### src/rtl/collision_event_scheduler_pkg.sv
`default_nettype none
// ============================================================================
// Module      : game_pkg
// Description : Shared types and constants for the collision event scheduler.
// Revision    : 1.0 - initial release
// ============================================================================
package game_pkg;

    // Number of collision sources (fixed in this revision)
    localparam int NUM_SRC = 3;

    // Event codes presented on the event port; code 3 is never produced
    typedef enum logic [1:0] {
        EV_SHOT_BOX   = 2'd0,
        EV_TOWER_HU   = 2'd1,
        EV_SHOT_ENEMY = 2'd2
    } ev_type_e;

    // Next index in the 0 -> 1 -> 2 -> 0 rotation
    function automatic logic [1:0] rr_next(input logic [1:0] idx);
        return (idx >= 2'd2) ? 2'd0 : idx + 2'd1;
    endfunction

endpackage
`default_nettype wire

### src/rtl/collision_event_scheduler_if.sv
`default_nettype none
// ============================================================================
// Module      : collision_event_scheduler_if
// Description : Valid/ready event port carrying one collision event per beat.
// Revision    : 1.0 - initial release
// ============================================================================
interface collision_event_scheduler_if;

    logic              event_valid;
    logic              event_ready;
    game_pkg::ev_type_e event_type;

    // Producer side (scheduler)
    modport master (
        output event_valid,
        output event_type,
        input  event_ready
    );

    // Consumer side (score/lives logic)
    modport slave (
        input  event_valid,
        input  event_type,
        output event_ready
    );

endinterface
`default_nettype wire

### src/rtl/collision_event_scheduler_arb.sv
`default_nettype none
// ============================================================================
// Module      : rr_arbiter3
// Description : Combinational 3-way round-robin arbiter. ptr is the index with
//               highest priority; priority then rotates upward modulo 3.
// Revision    : 1.0 - initial release
// ============================================================================
module rr_arbiter3
    import game_pkg::*;
(
    input  logic [NUM_SRC-1:0] req,
    input  logic [1:0]         ptr,
    output logic               gnt_valid,
    output logic [1:0]         gnt_idx
);

    logic [1:0] w_cand0;
    logic [1:0] w_cand1;
    logic [1:0] w_cand2;

    assign w_cand0 = ptr;
    assign w_cand1 = rr_next(ptr);
    assign w_cand2 = rr_next(w_cand1);

    // Pick the first requesting index starting from ptr
    always_comb begin
        gnt_valid = 1'b1;
        gnt_idx   = 2'd0;
        if (req[w_cand0]) begin
            gnt_idx = w_cand0;
        end else if (req[w_cand1]) begin
            gnt_idx = w_cand1;
        end else if (req[w_cand2]) begin
            gnt_idx = w_cand2;
        end else begin
            gnt_valid = 1'b0;
        end
    end

endmodule
`default_nettype wire

### src/rtl/collision_event_scheduler.sv
`default_nettype none
// ============================================================================
// Module      : collision_event_scheduler
// Description : Collapses per-pixel collision strobes into at most one hit per
//               source per frame, queues the hits and issues them round-robin
//               on a single valid/ready event port.
//               Optional feature macro: COLLISION_DROP_CNT_EN adds a saturating
//               drop_count output counting hits lost to a still-pending event.
// Revision    : 1.0 - initial release
// ============================================================================
module collision_event_scheduler
    import game_pkg::*;
#(
    parameter int DROP_CNT_W = 8
) (
    input  logic                      clk,
    input  logic                      resetN,
    input  logic                      startOfFrame,
    input  logic                      ShotBoxCollision,
    input  logic                      TowerEnemyHUCollision,
    input  logic                      ShotEnemyCollision,
    collision_event_scheduler_if.master ev_if,
`ifdef COLLISION_DROP_CNT_EN
    output logic [DROP_CNT_W-1:0]     drop_count,
`endif
    output logic [NUM_SRC-1:0]        frame_hits
);

    typedef enum logic [0:0] {
        ST_IDLE = 1'b0,
        ST_HOLD = 1'b1
    } state_e;

    // The saturating counter needs room for a 3-drop increment
    if (DROP_CNT_W < 2) begin : g_bad_drop_cnt_w
        $error("DROP_CNT_W must be at least 2");
    end

    logic [NUM_SRC-1:0] w_strobe;
    logic [NUM_SRC-1:0] w_accept;
    logic [NUM_SRC-1:0] w_grant_vec;
    logic               w_gnt_valid;
    logic [1:0]         w_gnt_idx;
    logic               w_do_grant;

    logic [NUM_SRC-1:0] fired_q,       fired_d;
    logic [NUM_SRC-1:0] pending_q,     pending_d;
    logic [NUM_SRC-1:0] frame_hits_q,  frame_hits_d;
    logic [1:0]         rr_ptr_q,      rr_ptr_d;
    state_e             state_q,       state_d;
    logic               event_valid_q, event_valid_d;
    ev_type_e           event_type_q,  event_type_d;

    rr_arbiter3 u_arb (
        .req       (pending_q),
        .ptr       (rr_ptr_q),
        .gnt_valid (w_gnt_valid),
        .gnt_idx   (w_gnt_idx)
    );

    // Hit filtering, pending queue, pointer and event FSM next-state logic
    always_comb begin
        w_strobe = {ShotEnemyCollision, TowerEnemyHUCollision, ShotBoxCollision};

        // A strobe in the frame-start cycle is the first hit of the new frame
        w_accept     = startOfFrame ? w_strobe : (w_strobe & ~fired_q);
        fired_d      = startOfFrame ? w_strobe : (fired_q | w_strobe);
        frame_hits_d = startOfFrame ? fired_q  : frame_hits_q;

        // The event register is free when idle or when its beat is taken now
        w_do_grant  = w_gnt_valid && ((state_q == ST_IDLE) || ev_if.event_ready);
        w_grant_vec = w_do_grant ? (NUM_SRC'(1) << w_gnt_idx) : '0;

        // A hit arriving in its own grant cycle re-arms pending
        pending_d = (pending_q & ~w_grant_vec) | w_accept;
        rr_ptr_d  = w_do_grant ? rr_next(w_gnt_idx) : rr_ptr_q;

        state_d       = state_q;
        event_valid_d = event_valid_q;
        event_type_d  = event_type_q;
        case (state_q)
            ST_IDLE: begin
                if (w_do_grant) begin
                    event_valid_d = 1'b1;
                    event_type_d  = ev_type_e'(w_gnt_idx);
                    state_d       = ST_HOLD;
                end
            end
            ST_HOLD: begin
                if (ev_if.event_ready) begin
                    if (w_do_grant) begin
                        event_type_d = ev_type_e'(w_gnt_idx);
                    end else begin
                        event_valid_d = 1'b0;
                        state_d       = ST_IDLE;
                    end
                end
            end
            default: begin
                event_valid_d = 1'b0;
                state_d       = ST_IDLE;
            end
        endcase
    end

    // State registers; reset discards any in-flight event
    always_ff @(posedge clk or negedge resetN) begin
        if (!resetN) begin
            fired_q       <= '0;
            pending_q     <= '0;
            frame_hits_q  <= '0;
            rr_ptr_q      <= 2'd0;
            state_q       <= ST_IDLE;
            event_valid_q <= 1'b0;
            event_type_q  <= EV_SHOT_BOX;
        end else begin
            fired_q       <= fired_d;
            pending_q     <= pending_d;
            frame_hits_q  <= frame_hits_d;
            rr_ptr_q      <= rr_ptr_d;
            state_q       <= state_d;
            event_valid_q <= event_valid_d;
            event_type_q  <= event_type_d;
        end
    end

    assign ev_if.event_valid = event_valid_q;
    assign ev_if.event_type  = event_type_q;
    assign frame_hits        = frame_hits_q;

`ifdef COLLISION_DROP_CNT_EN
    logic [NUM_SRC-1:0]    w_drop;
    logic [DROP_CNT_W:0]   w_drop_sum;
    logic [DROP_CNT_W-1:0] drop_count_q, drop_count_d;

    // Count hits that land on a source whose previous hit is still queued
    always_comb begin
        w_drop     = w_accept & pending_q & ~w_grant_vec;
        w_drop_sum = {1'b0, drop_count_q};
        for (int i = 0; i < NUM_SRC; i++) begin
            w_drop_sum = w_drop_sum + (DROP_CNT_W + 1)'(w_drop[i]);
        end
        drop_count_d = w_drop_sum[DROP_CNT_W] ? '1 : w_drop_sum[DROP_CNT_W-1:0];
    end

    // Drop counter register
    always_ff @(posedge clk or negedge resetN) begin
        if (!resetN) begin
            drop_count_q <= '0;
        end else begin
            drop_count_q <= drop_count_d;
        end
    end

    assign drop_count = drop_count_q;
`endif

endmodule
`default_nettype wire

### src/flat_wrapper.sv
// flat-port wrapper written by rule: the top's interface ports become plain ports
module collision_event_scheduler_flat import game_pkg::*;
#(
    parameter int DROP_CNT_W = 8
)
  (clk, resetN, startOfFrame, ShotBoxCollision, TowerEnemyHUCollision, ShotEnemyCollision, frame_hits, ev_if_event_valid, ev_if_event_type, ev_if_event_ready);
  collision_event_scheduler_if ev_if_i ();
  input  logic clk;
  input  logic resetN;
  input  logic startOfFrame;
  input  logic ShotBoxCollision;
  input  logic TowerEnemyHUCollision;
  input  logic ShotEnemyCollision;
  output logic [NUM_SRC-1:0] frame_hits;
  output wire logic [$bits(ev_if_i.event_valid)-1:0] ev_if_event_valid;
  output wire logic [$bits(ev_if_i.event_type)-1:0] ev_if_event_type;
  input wire logic [$bits(ev_if_i.event_ready)-1:0] ev_if_event_ready;
  assign ev_if_event_valid = ev_if_i.event_valid;
  assign ev_if_event_type = ev_if_i.event_type;
  assign ev_if_i.event_ready = ev_if_event_ready;
  collision_event_scheduler #(.DROP_CNT_W(DROP_CNT_W)) u_core (.clk(clk), .resetN(resetN), .startOfFrame(startOfFrame), .ShotBoxCollision(ShotBoxCollision), .TowerEnemyHUCollision(TowerEnemyHUCollision), .ShotEnemyCollision(ShotEnemyCollision), .ev_if(ev_if_i), .frame_hits(frame_hits));
endmodule
### config.mk
export PLATFORM = sky130hd
export DESIGN_NAME = collision_event_scheduler_flat
export DESIGN_NICKNAME = d
export VERILOG_FILES = /design/src/rtl/collision_event_scheduler_pkg.sv /design/src/rtl/collision_event_scheduler_if.sv /design/src/rtl/collision_event_scheduler_arb.sv /design/src/rtl/collision_event_scheduler.sv /design/src/flat_wrapper.sv
export SDC_FILE = /design/constraint.sdc
export NUM_CORES = 1
export LEC_CHECK = 0
export CAP_MARGIN = 5
export CORE_UTILIZATION = 47
export DETAILED_ROUTE_END_ITERATION = 12
export GPL_ROUTABILITY_DRIVEN = 0
export GPL_TIMING_DRIVEN = 0
export MAX_ROUTING_LAYER = met4
export PLACE_DENSITY = 0.73
export SLEW_MARGIN = 20
export SYNTH_ARGS = -nofsm -noshare
export SYNTH_HDL_FRONTEND = slang
export SYNTH_HIERARCHICAL = 1
export SYNTH_SLANG_ARGS = --single-unit
### constraint.sdc
create_clock -name clk -period 1.7 [get_ports clk]
set_input_delay 0.34 -clock clk [delete_from_list [all_inputs] [get_ports clk]]
set_output_delay 0.34 -clock clk [all_outputs]
set_load 0.01 [all_outputs]
# Word-level counts from Yosys, hierarchy flattened
# Index checks and enable logic that the tools add are counted.
totals:
  reg_bits: 15
  in_bits: 7
  out_inout_bits: 6
  elab_cells: 58
classes:
  addsub: 3
  n_lt_le_gt_ge: 6
  n_eq_ne: 3
  shift: 1
  muxes: 28
  bitwise: 7
  reduce_logical: 3
ops:
  columns: ["op", "n"]
  rows:
  - ["two-way mux 2 bit", 8]
  - ["two-way mux 1 bit", 11]
  - ["< comparator 2 x 3 -> 1 bit (second input constant)", 3]
  - ["two-way mux 3 bit", 3]
  - ["adder 2 x 1 -> 2 bit (second input constant)", 3]
  - ["bitwise AND 3 bit", 2]
  - ["binary-select mux 1 bit (select 2 bit)", 3]
  - [">= comparator 2 bit (second input constant)", 3]
  - ["inverter 3 bit", 2]
  - ["OR 3 bit", 2]
  - ["inequality test 2 bit (second input constant)", 2]
  - ["case mux 1 bit (2 select lines)", 2]
  - ["case mux 2 bit (2 select lines)", 1]
  - ["AND reduction 3 bit", 1]
  - ["left shift 1 x 2 -> 3 bit (first input constant)", 1]
  - ["inequality test 2 x 1 -> 1 bit (second input constant)", 1]
  - ["logical AND 1 bit", 1]
  - ["logical OR 1 bit", 1]
  - ["inverter 1 bit", 1]

# Logic depth before layout (Yosys ltp)
# Gate-level depths: netlist of run 1.
logic_depth:
  depth_word: 14
  mapped_depth: 6
  ltp_nobuf: 6

# Cells and area by module
# Netlist of run 1, hierarchy kept.
modules_own_cells:
  columns: ["module", "n_inst", "cells_per_inst", "area_each_um2", "seq_area_each_um2"]
  rows:
  - ["collision_event_scheduler", 1, 43, 585.6, 375.4]
  - ["rr_arbiter3", 1, 8, 48.8, 0.0]

# Worst setup path before layout of run 1
# Ideal clock, no wire load.
synth_path:
  kind: "register to register"
  start: "register u_core.pending_q[2]"
  end: "register u_core.rr_ptr_q[0]"
  setup_ns: 0.119
  t_arrival_ns: 1.369
  required_ns: 1.581
  slack_ns: 0.211
  stages_incl_launch_ff: 6
  path_buffers: 0
  synth_period_minus_slack_ns: 1.489
  cell_sequence: "dfrtp_1 > a21boi_1 > or3_1 > and2b_1 > nand3b_1 > a21bo_2"
synth_between:
  elab_cells_between_ends: 16
  cone_classes: "1 x add/sub; 1 x order compare; 13 x mux; 1 x reduce/logical"
synth_rtl:
  columns: ["element", "line", "source"]
  rows:
  - ["from (decl)", "collision_event_scheduler.sv:47", "logic [NUM_SRC-1:0] pending_q, pending_d;"]
  - ["from (signal assigned)", "collision_event_scheduler.sv:118", "pending_q <= pending_d;"]
  - ["binary-select mux 1 bit (select 2 bit)", "collision_event_scheduler_arb.sv:33", "end else if (req[w_cand2]) begin"]
  - ["two-way mux 1 bit (implied by the code)", "collision_event_scheduler_arb.sv:33", null]
  - ["two-way mux 1 bit", "collision_event_scheduler_arb.sv:33", null]
  - ["two-way mux 1 bit", "collision_event_scheduler_arb.sv:31", "end else if (req[w_cand1]) begin"]
  - ["two-way mux 1 bit *", "collision_event_scheduler_arb.sv:29", "if (req[w_cand0]) begin"]
  - ["via u_core.w_gnt_valid", "collision_event_scheduler.sv:42", "logic w_gnt_valid;"]
  - ["logical AND 1 bit *", "collision_event_scheduler.sv:71", "w_do_grant = w_gnt_valid && ((state_q == ST_IDLE) || ev_if.event_ready);"]
  - ["to (signal assigned)", "collision_event_scheduler.sv:120", "rr_ptr_q <= rr_ptr_d;"]
  - ["to (decl)", "collision_event_scheduler.sv:49", "logic [1:0] rr_ptr_q, rr_ptr_d;"]
# Mark *: on every way through the listed nets, which the timed path passes. The rest lies on a longest branch. The select of a mux whose other input is x is not followed.
# A chain may end at the register's enable or synchronous reset.

# Final worst setup path of run 1
layout_path:
  start: "register u_core.pending_q[2]"
  end: "register u_core.rr_ptr_q[1]"
# Same word-level chain as after synthesis.

==> results of run 1 <==
state kept, by name, indices dropped and copies added, names as in the netlist:
| signal | flops |
|---|---|
| u_core/fired_q | 3 |
| u_core/state_q | 1 |
| u_core/pending_q | 3 |
| u_core/ev_if.event_type | 2 |
| u_core/rr_ptr_q | 2 |
| u_core/ev_if.event_valid | 1 |
| u_core/frame_hits | 3 |
cell families after synthesis:
family | count (synthesis)
AOI/OAI and AO/OA | 14
buffers and inverters | 2
DFF | 15
muxes | 4
and+or+nand+nor | 16
layout by cell type (no fill, tap or decap), types with 2 or more instances in the layout:
cell type and count:
a21oi_1 5, nand2_1 2, inv_1 2, nand2b_1 6, a22o_1 3, a21bo_2 2
clkdlybuf4s50_1 12, clkbuf_4 3, mux2_2 4, dfrtp_1 15
routing by layer:
metal | up-vias | share of wire | wire (µm)
met2 | 8 | 0.48 | 541
met5 | - | 0 | 0
met3 | 2 | 0.037 | 42
li1 | 218 | - | -
met1 | 206 | 0.48 | 533
met4 | 0 | 0.0036 | 4
area by class of cell:
cell class                 instances  area, µm²
multi-input combinational         34        256
sequential                        15        375
tap                               14       17.5
timing repair buffer              12        120
clock inverter                     1       5.00
fill                             100        382
clock buffer                       3       22.5
inverter                           2       7.51
power groups by stage:
stage	clock (mW)	sequential, mW	combinational (mW)
final	0.203	0.552	0.423
after global routing	0.228	0.565	0.462
after CTS	0.209	0.549	0.421
after detailed placement	0	0.556	0.419
after global placement	0	0.545	0.404
after floorplan	0	0.552	0.249
through the flow:
| step | instances | power, mW |
|---|---|---|
| final | 81 | 1.18 |
| after global routing | 81 | 1.25 |
| after CTS | 81 | 1.18 |
| after detailed placement | 77 | 0.975 |
| after global placement | 77 | 0.950 |
| after floorplan | 51 | 0.801 |
cells in the mapped netlist:
| master | number | area share |
|---|---|---|
| dfrtp_1 | 15 | 0.59 |
| nand2b_1 | 6 | 0.059 |
| a21oi_1 | 5 | 0.039 |
| mux2_2 | 4 | 0.071 |
| a22o_1 | 3 | 0.041 |
| a21bo_2 | 2 | 0.032 |
| inv_1 | 2 | 0.012 |
| nand2_1 | 2 | 0.012 |
| a21boi_1 | 1 | 0.012 |
| and2b_1 | 1 | 0.012 |
| nand2b_4 | 1 | 0.022 |
| nand3_1 | 1 | 0.0079 |
| nand3b_1 | 1 | 0.012 |
| nand4b_1 | 1 | 0.014 |
| nor2_1 | 1 | 0.0059 |
| o211a_1 | 1 | 0.016 |
| o21a_1 | 1 | 0.012 |
| o21ai_0 | 1 | 0.0079 |
| or2b_1 | 1 | 0.012 |
| or3_1 | 1 | 0.0099 |
path summary, 6_finish.rpt:
path | cells past startpoint | start | endpoint | slack, ns
worst max-delay path | 5 | u_core/pending_q[2] | u_core/rr_ptr_q[1] | 0.10
worst min-delay path | 1 | resetN | u_core/fired_q[2] | 0.44
worst max register to register | 5 | u_core/pending_q[2] | u_core/rr_ptr_q[1] | 0.10
worst min register to register | 1 | u_core/state_q | u_core/ev_if.event_valid | 0.51
max in group asynchronous | 1 | resetN | u_core/ev_if.event_type[0] | 0.84
min in group clk | 1 | u_core/state_q | u_core/ev_if.event_valid | 0.51
what timing repair did:
action	in CTS	in global routing
hold buffers	0	0
resized for setup	0	1
hold endpoints to repair	0	0
setup buffers	0	0
endpoints found under the setup margin	0	2
==> results.md, run 1 <==
* Status: completed
* Largest net degree at the start of global routing at 16
* Largest family of logic cells by synthesized area: simple AND/OR/NAND/NOR gates
* Avg Synthesized Cell Area at 12.4 µm²
* Max Transition Viols Final at 0
* Core area at 1190 µm²
* Synth-to-layout area growth at 26.8%
* Starting Density at 0.535
* Worst path required time at 1.88 ns
* Clock Skews at approximately 0.0068 ns
* Adder-Cell Fraction of Synth Area at 0
* WL final at about 1100 µm
* Post-synthesis mux area share at 0.0710
* ANT nets after route at 0
* Worst-path cell chain: a21boi_1 > or3_4 > and2b_1 > nand3_1 > a21bo_2
* Slowest cell on crit path: dfrtp_1
* Hold Vio Cnt, Final at 0
* Remaining DRCs at 0
* Minimum clock period at around 1.6 ns
* Arrival time worst endpoint at 1.77 ns
* P_leak at around 0.35 nW
* Clock Pin Slew Worst Setup and Hold Paths at around 0.09 ns
* Die Width at about 39 µm
* Critical path buffer and inverter count at 0
* Proportion of layout cells with a drive suffix above 1 at 0.179
* Critical Path Start Type: flop
* Met3 Use GR at 0.0520
* Maximum clock frequency at roughly 630 MHz
* TNS Setup at 0 ns
* First-pass GRT wire length at 1830 µm
* Clock Latency Late Sink at between 0.2 and 0.3 ns
* Die height at just under 40 µm
* CP endpoint kind: flop
* Combinational fraction of design power at 0.359
* Flops & latches, synth at 15
* Post-Syn Nets at between 50 and 60
* Finished Cell Area at 805 µm²
* Clock power share at 0.173
* Slowest Stage Delay on Critical Path at 0.42 ns
* Pwr per Cell Area at 1470 nW/µm²
* Net Sw Frac at 0.322
* Final Util at 0.678
* Synth Area in Simple Gates at 0.166
* Most used routing layer: met2
* Worst Hold Class: in2async
* Fin crit share at 0.938
* Final setup vio count at 0
* Initial antenna violation count at 0
* Row Count at 12
* Placed cell areas at between 700 and 800 µm²
* Detailed Place HPWL at 841 µm
* Met2 Use GR at 0.313
* Vias in the first global route at around 410
* Antenna cells at 0
* Clk root buf: clkbuf_4
* Total Routing Usage GR at 0.202
* RSZ-0062 raised after global routing: false
* Cell family with most CP delay: simple AND/OR/NAND/NOR gates
* Wirelength per Cell at roughly 14 µm
* Sequential share of the synthesized area at 0.592
* Number of max-cap violations at 0
* Net count, final at 75
* DRT iter0 DRCs at 11
* CTS tree: done
* H-tree levels at 1
* Psw at approximately 0.38 mW
* Crit path kind: reg2reg
* Via count at 434
* CTS Sinks at 15
* Total CTS buffers at 3
* Routing usage on met1 at 0.242
* Dpl ws at between 0.05 and 0.06 ns
* Die ar. at 1500 µm²
* Yosys cell types at 20
* Slew headroom at 0.571
* Vias per cell at approximately 5.4
* Register share of total power at 0.468
* Worst setup margin at ~0.10 ns
* Pint at roughly 0.80 mW
* Total global routing overflow at 0
* Compound-cell area share of the yosys netlist at 0.160
* Gate Count Post-Synth at 51
* Input/output buffers at 12
* Cell Area, Synth at around 630 µm²
* Xor-xnor portion of the synthesized cell area at 0
* Max Root-Sink Buffers at 2
* Drt pass-1 iters at 4
* Critical Path Fanout Max at 7
* # IOs at 13
* Slew at the pin with the worst max-slew slack at roughly 0.64 ns
* Worst vdd ir at roughly 930 µV
* Worst hold slack at roughly 0.44 ns
* Synth warnings at 6
Power figures use the tool's default switching activity.
==> run 2, diff against run 1 <==
--- a/config.mk
+++ b/config.mk
@@ -12,6 +12,7 @@
 export GPL_TIMING_DRIVEN = 0
 export MAX_ROUTING_LAYER = met4
 export PLACE_DENSITY = 0.73
+export SETUP_SLACK_MARGIN = 0.05
 export SLEW_MARGIN = 20
 export SYNTH_ARGS = -nofsm -noshare
 export SYNTH_HDL_FRONTEND = slang
==> run 2 against run 1 <==
Effect of this change:
- hold slack about the same
- worst setup slack improved by 0.0098 ns
- die area unchanged
- critical path depth unchanged
- global-route usage decreased by 0.13 points
- wire length increased by 1.4%
- clock power about the same
- register-to-register slack about the same
- fmax increased by 0.62%
- clock skew about the same
- count of clock-buffer cells in the layout unchanged
- critical endpoint unchanged
- highest routed layer unchanged
==> results.md, run 2 (synthesis gave the netlist of run 1 again) <==
* Status: completed
* Clock Latency Late Sink at about 0.28 ns
* Fin crit share at 0.933
* Row Count at 12
* Worst Hold Class: in2async
* Dpl ws at slightly below 0.06 ns
* Pwr Total at around 1.2 mW
* Layout Cells excl Fill at 82
* Slew headroom at 0.572
* Die height at 38.7 µm
* Initial antenna violation count at 0
* WL final at 1140 µm
* Worst path required time at roughly 1.9 ns
* Setup crit end: u_core/rr_ptr_q[1]
* Core area at roughly 1200 µm²
* Number of max-cap violations at 0
* # IOs at 13
* Finished Cell Area at a little over 800 µm²
* CTS tree: done
* DRT iter0 DRCs at 21
* Arrival time worst endpoint at about 1.8 ns
* Wirelength per Cell at approximately 14 µm
* Detailed Place HPWL at 841 µm
* Commonest non-fill, non-tap cell in the layout: dfrtp_1
* Net count, final at 76
* Largest net degree at the start of global routing at 16
* Crit path kind: reg2reg
* Max Transition Viols Final at 0
* P_leak at ~0.35 nW
* Total global routing overflow at 0
* CTS Sinks at 15
* Worst Setup SP: u_core/pending_q[2]
* Die Width at slightly below 40 µm
* Worst vdd ir at between 900 and 1000 µV
* Die ar. at around 1500 µm²
* Clk root buf: clkbuf_4
* Placed cell areas at ~770 µm²
* Slowest cell on crit path: dfrtp_1
* Worst-path cell chain: a21boi_1 > or3_4 > and2b_1 > nand3_1 > a21bo_2
* FF-to-FF End: u_core/rr_ptr_q[1]
* Clock Skews at 0.00690 ns
* Maximum clock frequency at 631 MHz
* Reg2reg path depth at 5
* Max Root-Sink Buffers at 2
* Total Routing Usage GR at 0.200
* H-tree levels at 1
* TNS Setup at 0 ns
* Final setup vio count at 0
* Placed Cells at 77
* RR Startpoint: u_core/pending_q[2]
* ANT nets after route at 0
* Hold_buf cts at 0
* Remaining DRCs at 0
* Proportion of layout cells with a drive suffix above 1 at 0.191
* R2r setup slk at between 0.1 and 0.15 ns
* Slew at the pin with the worst max-slew slack at 0.641 ns
* Critical Path Start Type: flop
* Antenna cells at 0
* Total CTS buffers at 3
* Critical Path Fanout Max at 7
* Via count at 440
* Input/output buffers at 12
* Vias in the first global route at just over 400
* Synth-to-layout area growth at 28.0%
* RSZ-0062 raised after global routing: false
* Number of fill cells at ~100
* Vias per cell at roughly 5.4
* Worst setup margin at between 0.1 and 0.15 ns
* First-pass GRT wire length at roughly 1800 µm
* Drt pass-1 iters at 4
* Minimum clock period at ~1.6 ns
* Clock Pin Slew Worst Setup and Hold Paths at 0.09 ns
* Slowest Stage Delay on Critical Path at around 0.42 ns
* Commonest cells after routing, fill and taps aside: 15 x dfrtp_1, 12 x clkdlybuf4s50_1, 6 x nand2b_1, 5 x a21oi_1, 4 x mux2_2
* Pwr per Cell Area at roughly 1500 nW/µm²
* Hold Vio Cnt, Final at 0
* CP endpoint kind: flop
* Starting Density at 0.535
run 2: cell count changes in the layout (fill, tap and decap cells not counted):
cell	before	now
buf_4	0	1
run 2: how the worst min path moves through the flow:
stage / start / endpoint / slack [ns]
after floorplan: resetN / u_core/ev_if.event_type[0] / 0.04
after global placement: u_core/state_q / u_core/ev_if.event_valid / 0.49
after detailed placement: u_core/frame_hits[0] / u_core/frame_hits[0] / 0.50
after CTS: resetN / u_core/fired_q[2] / 0.47
after global routing: resetN / u_core/rr_ptr_q[0] / 0.51
final: resetN / u_core/fired_q[2] / 0.44
run 2: critical path: cells and delay by family (launching register included):
| family | cells | cell delay (ns) |
|---|---|---|
| flip-flops | 1 | 0.42 |
| AND/OR/NAND/NOR | 3 | 0.70 |
| AO/OA/AOI/OAI | 2 | 0.38 |
run 2: final cells by class:
class / instances / area [µm²] / share of cell area
clock buffers: 3 / 22.5 / 0.0277
clock inverters: 1 / 5.00 / 0.00616
inverters: 2 / 7.51 / 0.00924
multi-input cells: 34 / 256 / 0.316
flip-flops and latches: 15 / 375 / 0.462
well taps: 14 / 17.5 / 0.0216
repair buffers: 13 / 128 / 0.157
run 2: per-layer routing:
layer | part of all wire | global-route usage
met1 | 0.46 | 0.238
met2 | 0.49 | 0.313
met3 | 0.049 | 0.0520
met4 | 0.0035 | 0.103
met5 | 0 | -
run 2: metrics by stage:
stage	utilization	hold WS (ns)
floorplan	-	0.0444
global route	0.685	0.511
finish	0.685	0.443
CTS	0.678	0.474
detailed placement	0.651	0.496
global placement	0.651	0.486
run 2: repair_timing:
item / in CTS / in global routing
gates resized for setup: 1 / 0
setup endpoints to repair: 1 / 1
buffers inserted: 0 / 1
run 2: where the power goes:
group	switching [mW]	total [mW]	internal, mW
Sequential	0.0932	0.553	0.459
Clock	0.116	0.203	0.0873
Combinational	0.175	0.439	0.264
